==> src/rtl/arm_pipe_pkg.sv <==
`timescale 1ns/1ps
`default_nettype none
// ============================================================================
//  Module      : arm_pipe_pkg
//  Description : Shared constants and types for the instruction fetch path.
//  Revision    : 1.0 - initial release
// ============================================================================
package arm_pipe_pkg;

    localparam int WORD_W      = 32;
    localparam int INSTR_BYTES = 4;

    // Prefetch control states: RUN fetches, DRAIN swallows stale responses
    typedef enum logic [0:0] {
        ST_RUN   = 1'b0,
        ST_DRAIN = 1'b1
    } fetch_state_e;

endpackage : arm_pipe_pkg
`default_nettype wire

==> src/rtl/prefetch_fifo.sv <==
`timescale 1ns/1ps
`default_nettype none
// ============================================================================
//  Module      : prefetch_fifo
//  Description : Synchronous FIFO holding {address, instruction} pairs.
//                Head is presented combinationally; reads zero when empty.
//  Revision    : 1.0 - initial release
// ============================================================================
module prefetch_fifo #(
    parameter int DEPTH = 4,
    parameter int WIDTH = 64
) (
    input  logic                   clk,
    input  logic                   rst_n,
    input  logic                   i_flush,
    input  logic                   i_push,
    input  logic [WIDTH-1:0]       i_wr_data,
    input  logic                   i_pop,
    output logic [WIDTH-1:0]       o_rd_data,
    output logic                   o_empty,
    output logic [$clog2(DEPTH):0] o_count
);

    localparam int AW = $clog2(DEPTH);
    localparam int CW = AW + 1;

    logic [WIDTH-1:0] r_mem [DEPTH];
    logic [AW-1:0]    r_wr_ptr;
    logic [AW-1:0]    r_rd_ptr;
    logic [CW-1:0]    r_count;
    logic             w_do_push;
    logic             w_do_pop;

    // Flush wins over push/pop; pop of an empty FIFO is ignored
    assign w_do_push = i_push && !i_flush;
    assign w_do_pop  = i_pop && !i_flush && (r_count != '0);

    // Pointer and occupancy tracking; pointers wrap since DEPTH is a power of two
    always_ff @(posedge clk or negedge rst_n) begin
        if (!rst_n) begin
            r_wr_ptr <= '0;
            r_rd_ptr <= '0;
            r_count  <= '0;
        end else if (i_flush) begin
            r_wr_ptr <= '0;
            r_rd_ptr <= '0;
            r_count  <= '0;
        end else begin
            if (w_do_push) r_wr_ptr <= r_wr_ptr + AW'(1);
            if (w_do_pop)  r_rd_ptr <= r_rd_ptr + AW'(1);
            case ({w_do_push, w_do_pop})
                2'b10:   r_count <= r_count + CW'(1);
                2'b01:   r_count <= r_count - CW'(1);
                default: r_count <= r_count;
            endcase
        end
    end

    // Storage array; contents need no reset because reads are masked when empty
    always_ff @(posedge clk) begin
        if (w_do_push) r_mem[r_wr_ptr] <= i_wr_data;
    end

    assign o_empty   = (r_count == '0);
    assign o_rd_data = o_empty ? '0 : r_mem[r_rd_ptr];
    assign o_count   = r_count;

endmodule : prefetch_fifo
`default_nettype wire

==> src/rtl/instr_prefetch_buffer.sv <==
`timescale 1ns/1ps
`default_nettype none
// ============================================================================
//  Module      : instr_prefetch_buffer
//  Description : Credit-limited instruction prefetcher. Issues sequential
//                word fetches, buffers responses with their PCs, and on a
//                core redirect flushes and drains stale in-flight responses.
//                Optional feature macro: PREFETCH_PERF_CNT_EN adds the
//                o_StarveCnt / o_RedirectCnt performance counters.
//  Revision    : 1.0 - initial release
// ============================================================================
module instr_prefetch_buffer
    import arm_pipe_pkg::*;
#(
    parameter int          DEPTH    = 4,
    parameter logic [31:0] RESET_PC = 32'h0000_0000
) (
    input  logic        CLK,
    input  logic        rst_n,
    input  logic        i_Redirect,
    input  logic [31:0] i_RedirectAddr,
    input  logic        i_Stall,
    output logic [31:0] o_Instr,
    output logic [31:0] o_PC,
    output logic        o_Valid,
    output logic        o_ReqValid,
    output logic [31:0] o_ReqAddr,
    input  logic        i_ReqReady,
    input  logic        i_RspValid,
    input  logic [31:0] i_RspData
`ifdef PREFETCH_PERF_CNT_EN
    ,
    output logic [31:0] o_StarveCnt,
    output logic [31:0] o_RedirectCnt
`endif
);

    localparam int          CW      = $clog2(DEPTH) + 1;
    localparam int          CW1     = CW + 1;
    localparam logic [CW:0] c_DEPTH = CW1'(DEPTH);
    localparam logic [31:0] c_STEP  = 32'(INSTR_BYTES);

    fetch_state_e          r_state;
    fetch_state_e          w_next_state;
    logic [WORD_W-1:0]     r_fetch_addr;
    logic [WORD_W-1:0]     r_rsp_addr;
    logic [CW-1:0]         r_outstanding;
    logic [CW-1:0]         r_drop_cnt;
    logic [CW-1:0]         w_out_next;
    logic [CW-1:0]         w_fifo_count;
    logic [CW:0]           w_inflight;
    logic                  w_credit;
    logic                  w_accept;
    logic                  w_rsp;
    logic                  w_push;
    logic                  w_pop;
    logic                  w_empty;
    logic [2*WORD_W-1:0]   w_head;
    logic [WORD_W-1:0]     w_target;

    // Occupancy-based credit: never request more than the FIFO can absorb
    assign w_inflight = {1'b0, r_outstanding} + {1'b0, w_fifo_count};
    assign w_credit   = (w_inflight < c_DEPTH);
    assign w_accept   = o_ReqValid && i_ReqReady;
    assign w_rsp      = i_RspValid && (r_outstanding != '0);
    assign w_target   = {i_RedirectAddr[31:2], 2'b00};

    // Outstanding count after this cycle's accept and response
    always_comb begin
        w_out_next = r_outstanding;
        case ({w_accept, w_rsp})
            2'b10:   w_out_next = r_outstanding + CW'(1);
            2'b01:   w_out_next = r_outstanding - CW'(1);
            default: w_out_next = r_outstanding;
        endcase
    end

    // State register
    always_ff @(posedge CLK or negedge rst_n) begin
        if (!rst_n) r_state <= ST_RUN;
        else        r_state <= w_next_state;
    end

    // Next-state: redirect drains whatever remains in flight; drain ends on last drop
    always_comb begin
        w_next_state = r_state;
        if (i_Redirect) begin
            w_next_state = (w_out_next != '0) ? ST_DRAIN : ST_RUN;
        end else if (r_state == ST_DRAIN && w_rsp && r_drop_cnt == CW'(1)) begin
            w_next_state = ST_RUN;
        end
    end

    // State outputs: request only when running with credit; enqueue only live data
    always_comb begin
        o_ReqValid = rst_n && (r_state == ST_RUN) && w_credit;
        w_push     = w_rsp && (r_state == ST_RUN) && !i_Redirect;
    end

    // Fetch/response addresses, outstanding and drop bookkeeping
    always_ff @(posedge CLK or negedge rst_n) begin
        if (!rst_n) begin
            r_fetch_addr  <= RESET_PC;
            r_rsp_addr    <= RESET_PC;
            r_outstanding <= '0;
            r_drop_cnt    <= '0;
        end else begin
            r_outstanding <= w_out_next;
            if (i_Redirect) begin
                r_fetch_addr <= w_target;
                r_rsp_addr   <= w_target;
                r_drop_cnt   <= w_out_next;
            end else begin
                if (w_accept) r_fetch_addr <= r_fetch_addr + c_STEP;
                if (w_push)   r_rsp_addr   <= r_rsp_addr + c_STEP;
                if (r_state == ST_DRAIN && w_rsp) r_drop_cnt <= r_drop_cnt - CW'(1);
            end
        end
    end

    assign o_ReqAddr = r_fetch_addr;
    assign o_Valid   = !w_empty && !i_Redirect;
    assign w_pop     = o_Valid && !i_Stall;
    assign o_PC      = w_head[2*WORD_W-1:WORD_W];
    assign o_Instr   = w_head[WORD_W-1:0];

    prefetch_fifo #(
        .DEPTH (DEPTH),
        .WIDTH (2*WORD_W)
    ) u_fifo (
        .clk       (CLK),
        .rst_n     (rst_n),
        .i_flush   (i_Redirect),
        .i_push    (w_push),
        .i_wr_data ({r_rsp_addr, i_RspData}),
        .i_pop     (w_pop),
        .o_rd_data (w_head),
        .o_empty   (w_empty),
        .o_count   (w_fifo_count)
    );

`ifdef PREFETCH_PERF_CNT_EN
    logic [31:0] r_starve_cnt;
    logic [31:0] r_redirect_cnt;

    // Saturating counters for core starvation cycles and redirects
    always_ff @(posedge CLK or negedge rst_n) begin
        if (!rst_n) begin
            r_starve_cnt   <= '0;
            r_redirect_cnt <= '0;
        end else begin
            if (!o_Valid && !i_Stall && !i_Redirect && r_starve_cnt != '1)
                r_starve_cnt <= r_starve_cnt + 32'd1;
            if (i_Redirect && r_redirect_cnt != '1)
                r_redirect_cnt <= r_redirect_cnt + 32'd1;
        end
    end

    assign o_StarveCnt   = r_starve_cnt;
    assign o_RedirectCnt = r_redirect_cnt;
`endif

endmodule : instr_prefetch_buffer
`default_nettype wire

==> config.mk <==
export PLATFORM = sky130hd
export DESIGN_NAME = instr_prefetch_buffer
export DESIGN_NICKNAME = d
export VERILOG_FILES = /design/src/rtl/arm_pipe_pkg.sv /design/src/rtl/prefetch_fifo.sv /design/src/rtl/instr_prefetch_buffer.sv
export SDC_FILE = /design/constraint.sdc
export NUM_CORES = 1
export LEC_CHECK = 0
export CORE_AREA = 2 2 162 164
export CTS_CLUSTER_DIAMETER = 100
export CTS_CLUSTER_SIZE = 12
export DETAILED_ROUTE_END_ITERATION = 12
export DIE_AREA = 0 0 164 166
export PLACE_DENSITY = 0.76
export SLEW_MARGIN = 5
export SYNTH_ARGS = -nofsm -noshare
export SYNTH_HDL_FRONTEND = slang
export SYNTH_SLANG_ARGS = --single-unit
==> constraint.sdc <==
create_clock -name CLK -period 4.8 [get_ports CLK]
set_input_delay 0.72 -clock CLK [delete_from_list [all_inputs] [get_ports CLK]]
set_output_delay 0.72 -clock CLK [all_outputs]
set_load 0.03 [all_outputs]
Yosys cells after proc, flatten, opt, wreduce, memory -nomap -nowiden. Memory sizes are Yosys's and may differ from the RTL's. Index checks and enable logic that the tools add are counted. W data, S select, Z words.

Register bits: 78. Memory bits (writable): 256. Logic and storage cells: 72. Memories kept: 1. Output and inout bits: 98.

Memory list: u_fifo.r_mem (depth 4, width 64, read ports 1, clocked after Yosys merged registers in 0, wr ports 1, line prefetch_fifo.sv:27) `logic [WIDTH-1:0] r_mem [DEPTH];`.

$lt $le $gt $ge: 1. Bitwise logic cells: 1. Multiplexer cells: 19. Add/sub/neg operators: 10. Eq/ne operators: 5. Reductions and logical operators: 27.

Operator list (count): $mux W32 (4); $add A32 B3 Y32 const B (2); $mux W64 (1); $logic_and A1 B1 Y1 (13); $pmux W3 S2 (2); $reduce_bool A2 Y1 (6); $reduce_bool A3 Y1 (4); $mux W3 (3); $sub A3 B1 Y3 const B (3); $mux W2 (4); $add A3 B1 Y3 const B (2); $mux W1 (5); $add A2 B1 Y2 const B (2); $add A3 B3 Y4 (1); $eq A2 B1 Y1 const B (2); $eq A2 B2 Y1 const B (2); $lt A4 B3 Y1 const B (1); $eq A3 B1 Y1 const B (1); $logic_not A1 Y1 (3); $logic_not A3 Y1 (1); $not A1 Y1 (1).

Logic depth before layout (Yosys ltp). Gate-level depths: netlist (run 1).

Depth after elaboration: 9. Gate-level depth with buffers: 14. Depth with buffers taken out: 12.

Modules after synthesis. From an unflattened synthesis (run 1), not the netlist that was laid out.

Cell total of the unflattened synthesis: 939. Area total of the unflattened synthesis: 14457.6 um^2.

Modules (own cells, without submodules): prefetch_fifo (instances 1, seq. area each 7862.5 um^2, cells each 453, area an instance 10149.7 um^2); instr_prefetch_buffer (instances 1, seq. area each 1676.6 um^2, cells each 486, area an instance 4307.9 um^2).

Least setup slack after synthesis (run 1). Ideal clock, no wire load.

Path kind: in2reg. Start: in i_Redirect. End: mem u_fifo.r_mem[0][0] (enable). Library setup time: 0.427 ns. Stages: 5. Data required time: 4.373 ns. Arrival time: 3.146 ns. Slack: 1.227 ns. Cells stage by stage: clkbuf_1 -> inv_1 -> clkbuf_1 -> clkbuf_1 -> and3_1.

Longest elaborated chain between the ends: 5.

RTL lines: start, declared (line instr_prefetch_buffer.sv:20) `input logic i_Redirect,`; $logic_not A1 Y1 * (line prefetch_fifo.sv:35, instr_prefetch_buffer.sv:97); $logic_and A1 B1 Y1 (line instr_prefetch_buffer.sv:97) `w_push = w_rsp && (r_state == ST_RUN) && !i_Redirect;`; $logic_and A1 B1 Y1 * (line prefetch_fifo.sv:35) `assign w_do_push = i_push && !i_flush;`; $mux W1 * (line prefetch_fifo.sv:61) `if (w_do_push) r_mem[r_wr_ptr] <= i_wr_data;`; $mux W1 (not written as such) * (line prefetch_fifo.sv:61); end, declared (line prefetch_fifo.sv:27).

Mark *: on every way between the ends. The rest lies on a longest branch, timed or not.

Final worst setup path (run 1).
Start: reg u_fifo.r_rd_ptr[0]. End: out o_PC[27].

Longest elaborated chain between the ends: 2.

RTL lines: start, declared (line prefetch_fifo.sv:29) `logic [AW-1:0] r_rd_ptr;`; start signal, assigned (line prefetch_fifo.sv:50) `if (w_do_pop) r_rd_ptr <= r_rd_ptr + AW'(1);`; $mem_v2 Z4 W64; $mux W64 (line prefetch_fifo.sv:65) `assign o_rd_data = o_empty ? '0 : r_mem[r_rd_ptr];`; end, declared (line instr_prefetch_buffer.sv:24) `output logic [31:0] o_PC,`.

No other way between the ends.

==> summary.txt, run 1 <==
CP max stage delay -> 0.76 ns
fin crit share -> 78.59%
TritonCTS Sinks -> 322
relative slew slack -> 45.93%
Max H-tree Level -> 1
VDD IR max -> 0.0002576 V
starting density of the core -> 54.13%
critical path fanouts, max -> 26
cell depth of the worst flop-to-flop path -> 12
ranking of synthesized cells by area -> edfxtp_1 (54%), dfrtp_1 (13%), mux4_2 (10%)
Seq cells post-synth -> 322
Seq/Total Area, Yosys -> 67.06%
Worst-Margin Slew -> 0.8110 ns
nets -> 1103
Clk Latency, worst-skew pair -> 0.55 ns
min-delay worst type -> primary input to async pin
critical path endpoint category -> output port
wire length of the first global-routing pass -> 44.82 mm
unrepaired setup endpoints after global routing -> false
top cell type's share of synthesized area -> 53.71%
ys flop type -> edfxtp_1
routed vias/inst -> 5.721
Final WS setup -> 1.027 ns
final non-filler cell total -> 1378
Critical Path Start -> u_fifo.r_rd_ptr[0]
Max-Cap Viols -> 0
Reg2Reg Setup Slack -> 1.72 ns
Final Cell Area -> 16720 um2
Area Growth Syn to Fin -> 20.60%
drt wl/cell -> 20.32 um
WP data arrival -> 3.05 ns
layout cell share with drive strength beyond 1 -> 16.20%
Crit path required time -> 4.08 ns
DIE AREA -> 27220 um2
worst-case hold slack -> 0.09421 ns
CP cell instances -> buf_4 -> mux4_2 -> nor2b_1 -> clkdlybuf4s50_1
Post-CTS Resized -> 0
FP Rows -> 59
# diodes -> 0
commonest non-fill, non-tap cells in the layout -> edfxtp_1 (248), clkdlybuf4s50_1 (160), dfrtp_1 (72)
Longest Clk Path Bufs -> 3
worst path buffer plus inverter count -> 2
dpl cells -> 1323
Synth area leader -> edfxtp_1
Leak -> 5.593 nW
CTS buffer count -> 30
initial antenna violation count -> 0
Pre-antenna DRT Iters -> 5
Root Buffer -> clkbuf_16
CP startpoint kind -> register
core region area -> 25620 um2
Post-synth EDFFs -> 248
setup_tns -> 0 ns
YS warnings -> 0
asr flop ratio synth -> 22.98%
Final Skew -> 0.01766 ns
commonest non-fill, non-tap cell in the layout -> edfxtp_1
mapped cell area -> 13870 um2
post-place setup slack -> 1.359 ns
grt ovf -> 0
worst flop-to-flop path endpoint -> r_drop_cnt[2]
global placer's final weighted congestion -> 0.8603
status -> finished clean
DIE WIDTH -> 164 um
Crit Reg-Reg Startpoint -> u_fifo.o_count[1]
Worst-path clk slew -> 0.06 ns
io pins -> 168
CTS tree -> done
FMAX -> 0.2651 GHz
final setup vio count -> 0
DRC -> 0
Total GRT Usage -> 21.02%
Yosys cell types -> 50
crit path kind -> register to output port
largest net degree at the start of global routing -> 68
PortBufs -> 161
number of global-route vias before repair -> 8153
Die H -> 166 um
dpl cell area -> 15860 um2
via count -> 7883
post-synthesis cell count -> 851
Routed Antenna Nets -> 0
Post-CTS Setup Inserts -> 0
final WL -> 28.01 mm
slowest CP cell -> dfrtp_4
synthesized area per cell -> 16.29 um2
Fin. Hold Viols -> 0
pwr dens -> 471.9 nW/um2
CTS Hold Bufs -> 0
min Tclk post-route -> 3.773 ns
hpwl dp -> 17.55 mm
Crit path max-delay family -> buffers and inverters
Pins Over Slew Limit -> 0
drt initial violations -> 595
## cells by family (layout without fill, tap and decap cells)
logic type / after synthesis / count (layout) / synth area share (%)
flip-flops: 322 / 322 / 67.06
AND/OR/NAND/NOR: 242 / 242 / 10.36
multiplexers: 101 / 101 / 13.20
buffers and inverters: 65 / 254 / 2.148
AO/OA/AOI/OAI: 55 / 55 / 2.635
XOR/XNOR: 52 / 52 / 3.285
adder cells (fa/ha/maj): 13 / 13 / 1.281
other: 1 / 4 / 0.02704
## stage by stage
step	utilization, %	power, mW
floorplan	-	4.959
global placement	61.90	5.815
detailed placement	61.90	5.849
CTS	65.28	7.985
global route	65.28	8.250
finish	65.28	7.892
## cells in the mapped netlist, drive strengths merged, types with 2 or more instances
cell,count
o31a,6
or3,9
nand2,24
and2,6
and3,20
and4,10
xnor2,30
edfxtp,248
clkbuf,28
inv,20
nor2,24
mux2,35
ha,11
nand3,26
a31oi,8
mux4,62
o21ai,14
a21boi,2
nor2b,65
fa,2
nor4,13
a21oi,13
nand4,19
xor2,22
nor3,16
o31ai,3
dfrtp,74
mux2i,4
o21a,3
nand2b,6
o311a,2
buf,17
## flip-flops by register name (all words and copies together) (netlist names)
register	cells
r_outstanding	3
r_state	1
r_rsp_addr	30
u_fifo.r_mem	248
u_fifo.o_count	3
r_drop_cnt	3
u_fifo.r_rd_ptr	2
u_fifo.r_wr_ptr	2
o_ReqAddr	30
## cell type report
type                    count  area (um2)
repair buffers            179        1767
clock buffers              54       850.8
multi-input cells         467        4290
flip-flops and latches    322        9304
well taps                 335       419.2
clock inverters             1       16.27
fillers                  1817        8894
inverters                  20       75.07
## power by group
group / switching, mW / internal [mW]
logic: 1.29 / 1.09
clock network: 0.939 / 1.19
registers: 0.223 / 3.17
## routing by layer
metal	vias up	track usage (%)	share of wire, %
met4	0	3.661	1.1
met5	-	0	0
met1	3987	31.34	44
met3	29	3.097	5.9
li1	3598	-	-
met2	269	33.85	49
## worst max path at each step
stage                         end  depth (start not counted)  slack (ns)
5_1_grt               o_Instr[31]                          4        0.83
3_3_place_gp              r_state                         10        1.33
3_5_place_dp              r_state                         10        1.36
4_1_cts                  o_PC[27]                          4        0.94
6_report                 o_PC[27]                          4        1.03
2_1_floorplan  u_fifo.r_mem[0][0]                          5        1.23
## worst reg2reg max path, delay by kind of cell, from the launching register on
family,cells,cell delay [ns]
buf+inv,2,0.44
fa+ha+maj,3,0.95
compound gates,1,0.12
simple gates,4,0.63
xor+xnor,2,0.38
flops,1,0.46
Power figures use the tool's default switching activity.
==> run 2, diff against run 1 <==
clock period = 3.63 ns   (was 4.8 ns; I/O delays follow)
==> summary.txt, run 2 (synthesis results as in run 1) <==
CTS buffer count -> 30
DIE AREA -> 27220 um2
DIE WIDTH -> 164 um
critical path fanouts, max -> 37
worst-case hold slack -> 0.07300 ns
final WL -> 27.95 mm
max reg flops -> 248
fin crit share -> 90.62%
DRC -> 0
Max-Cap Viols -> 0
Final WS setup -> 0.3403 ns
Multi-input gate area -> 4290 um2
nets -> 1108
fin util -> 65.90%
CP max stage delay -> 0.63 ns
status -> finished clean
Crit path max-delay family -> buffers and inverters
TritonCTS Sinks -> 322
Root Buffer -> clkbuf_16
Final Skew -> 0.01013 ns
Final Cell Area -> 16880 um2
CP startpoint kind -> register
hpwl dp -> 18.40 mm
Pins Over Slew Limit -> 0
critical path depth in cells -> 4
post-place setup slack -> 0.6203 ns
io pins -> 168
starting density of the core -> 54.13%
Clk Latency, worst-skew pair -> 0.54 ns
critical path endpoint category -> output port
Top reg by flops -> u_fifo.r_mem
Max H-tree Level -> 1
commonest non-fill, non-tap cells in the layout -> edfxtp_1 (248), clkdlybuf4s50_1 (160), dfrtp_1 (72)
min Tclk post-route -> 3.290 ns
Worst-path clk slew -> 0.07 ns
Fin. Hold Viols -> 0
layout cell share with drive strength beyond 1 -> 16.62%
global placer's final weighted congestion -> 0.8628
number of global-route vias before repair -> 8192
Post-CTS Resized -> 0
FP Rows -> 59
largest net degree at the start of global routing -> 68
Longest Clk Path Bufs -> 3
register area -> 9304 um2
Area Growth Syn to Fin -> 21.75%
wire length of the first global-routing pass -> 44.46 mm
initial antenna violation count -> 0
commonest non-fill, non-tap cell in the layout -> edfxtp_1
Worst-Margin Slew -> 0.7470 ns
Layout fillers -> 1774
grt ovf -> 0
CTS Hold Bufs -> 0
pwr dens -> 621.6 nW/um2
VDD IR max -> 0.0004033 V
Leak -> 5.647 nW
cell depth of the worst flop-to-flop path -> 13
PortBufs -> 161
Post-CTS Setup Inserts -> 0
final setup vio count -> 0
FMAX -> 0.3040 GHz
slowest CP cell -> clkdlybuf4s50_1
via count -> 7898
routed vias/inst -> 5.715
# diodes -> 0
Crit path required time -> 3.09 ns
CTS tree -> done
Pre-antenna DRT Iters -> 5
CP cell instances -> buf_12 -> mux4_2 -> nor2b_1 -> clkdlybuf4s50_1
Total GRT Usage -> 20.97%
WP data arrival -> 2.75 ns
crit path kind -> register to output port
worst path buffer plus inverter count -> 2
drt wl/cell -> 20.22 um
drt initial violations -> 580
Die H -> 166 um
unrepaired setup endpoints after global routing -> false
Routed Antenna Nets -> 0
relative slew slack -> 50.20%
setup_tns -> 0 ns
dpl cell area -> 16020 um2
min-delay worst type -> primary input to async pin
core region area -> 25620 um2
-- run 2: cell types whose count changed in the layout (fill, tap and decap cells not counted), sizes merged --
cell | previous run | this run
clkbuf | 54 | 53
buf | 19 | 24
-- run 2: worst paths after layout --
path                       slack [ns]               start             endpoint
min in group CLK                 0.56      r_rsp_addr[14]  u_fifo.r_mem[3][46]
hold reg to reg                  0.56      r_rsp_addr[14]  u_fifo.r_mem[3][46]
setup / recovery                 0.34  u_fifo.r_rd_ptr[0]              o_PC[2]
setup reg to reg                 0.91   u_fifo.o_count[1]              r_state
max in group asynchronous        2.50               rst_n   u_fifo.r_rd_ptr[0]
hold / removal                   0.07               rst_n        r_rsp_addr[6]
-- run 2: layer usage --
metal	track usage, %	vias up	share of wire (%)
met5	0	-	0
met4	4.653	0	1.6
met3	3.097	36	5.5
met2	34.31	262	49
met1	30.26	3981	44
li1	-	3619	-
-- run 2: through the flow --
stage | power (mW) | std cells
2_1_floorplan | 6.557 | 854
3_3_place_gp | 7.750 | 1328
4_1_cts | 10.63 | 1382
5_1_grt | 11.00 | 1382
3_5_place_dp | 7.814 | 1328
6_report | 10.49 | 1382
-- run 2: area by class of cell --
cell class,count,area share [%]
multi-input cells,467,25.42
clock inverters,1,0.09635
clock buffers,53,5.018
inverters,20,0.4447
well taps,335,2.483
flip-flops and latches,322,55.11
repair buffers,184,11.43
-- run 2: where the power goes --
group	leakage [nW]	internal, mW	switching (mW)
clock	0.410	1.56	1.24
sequential	3.10	4.19	0.242
combinational	2.14	1.49	1.77
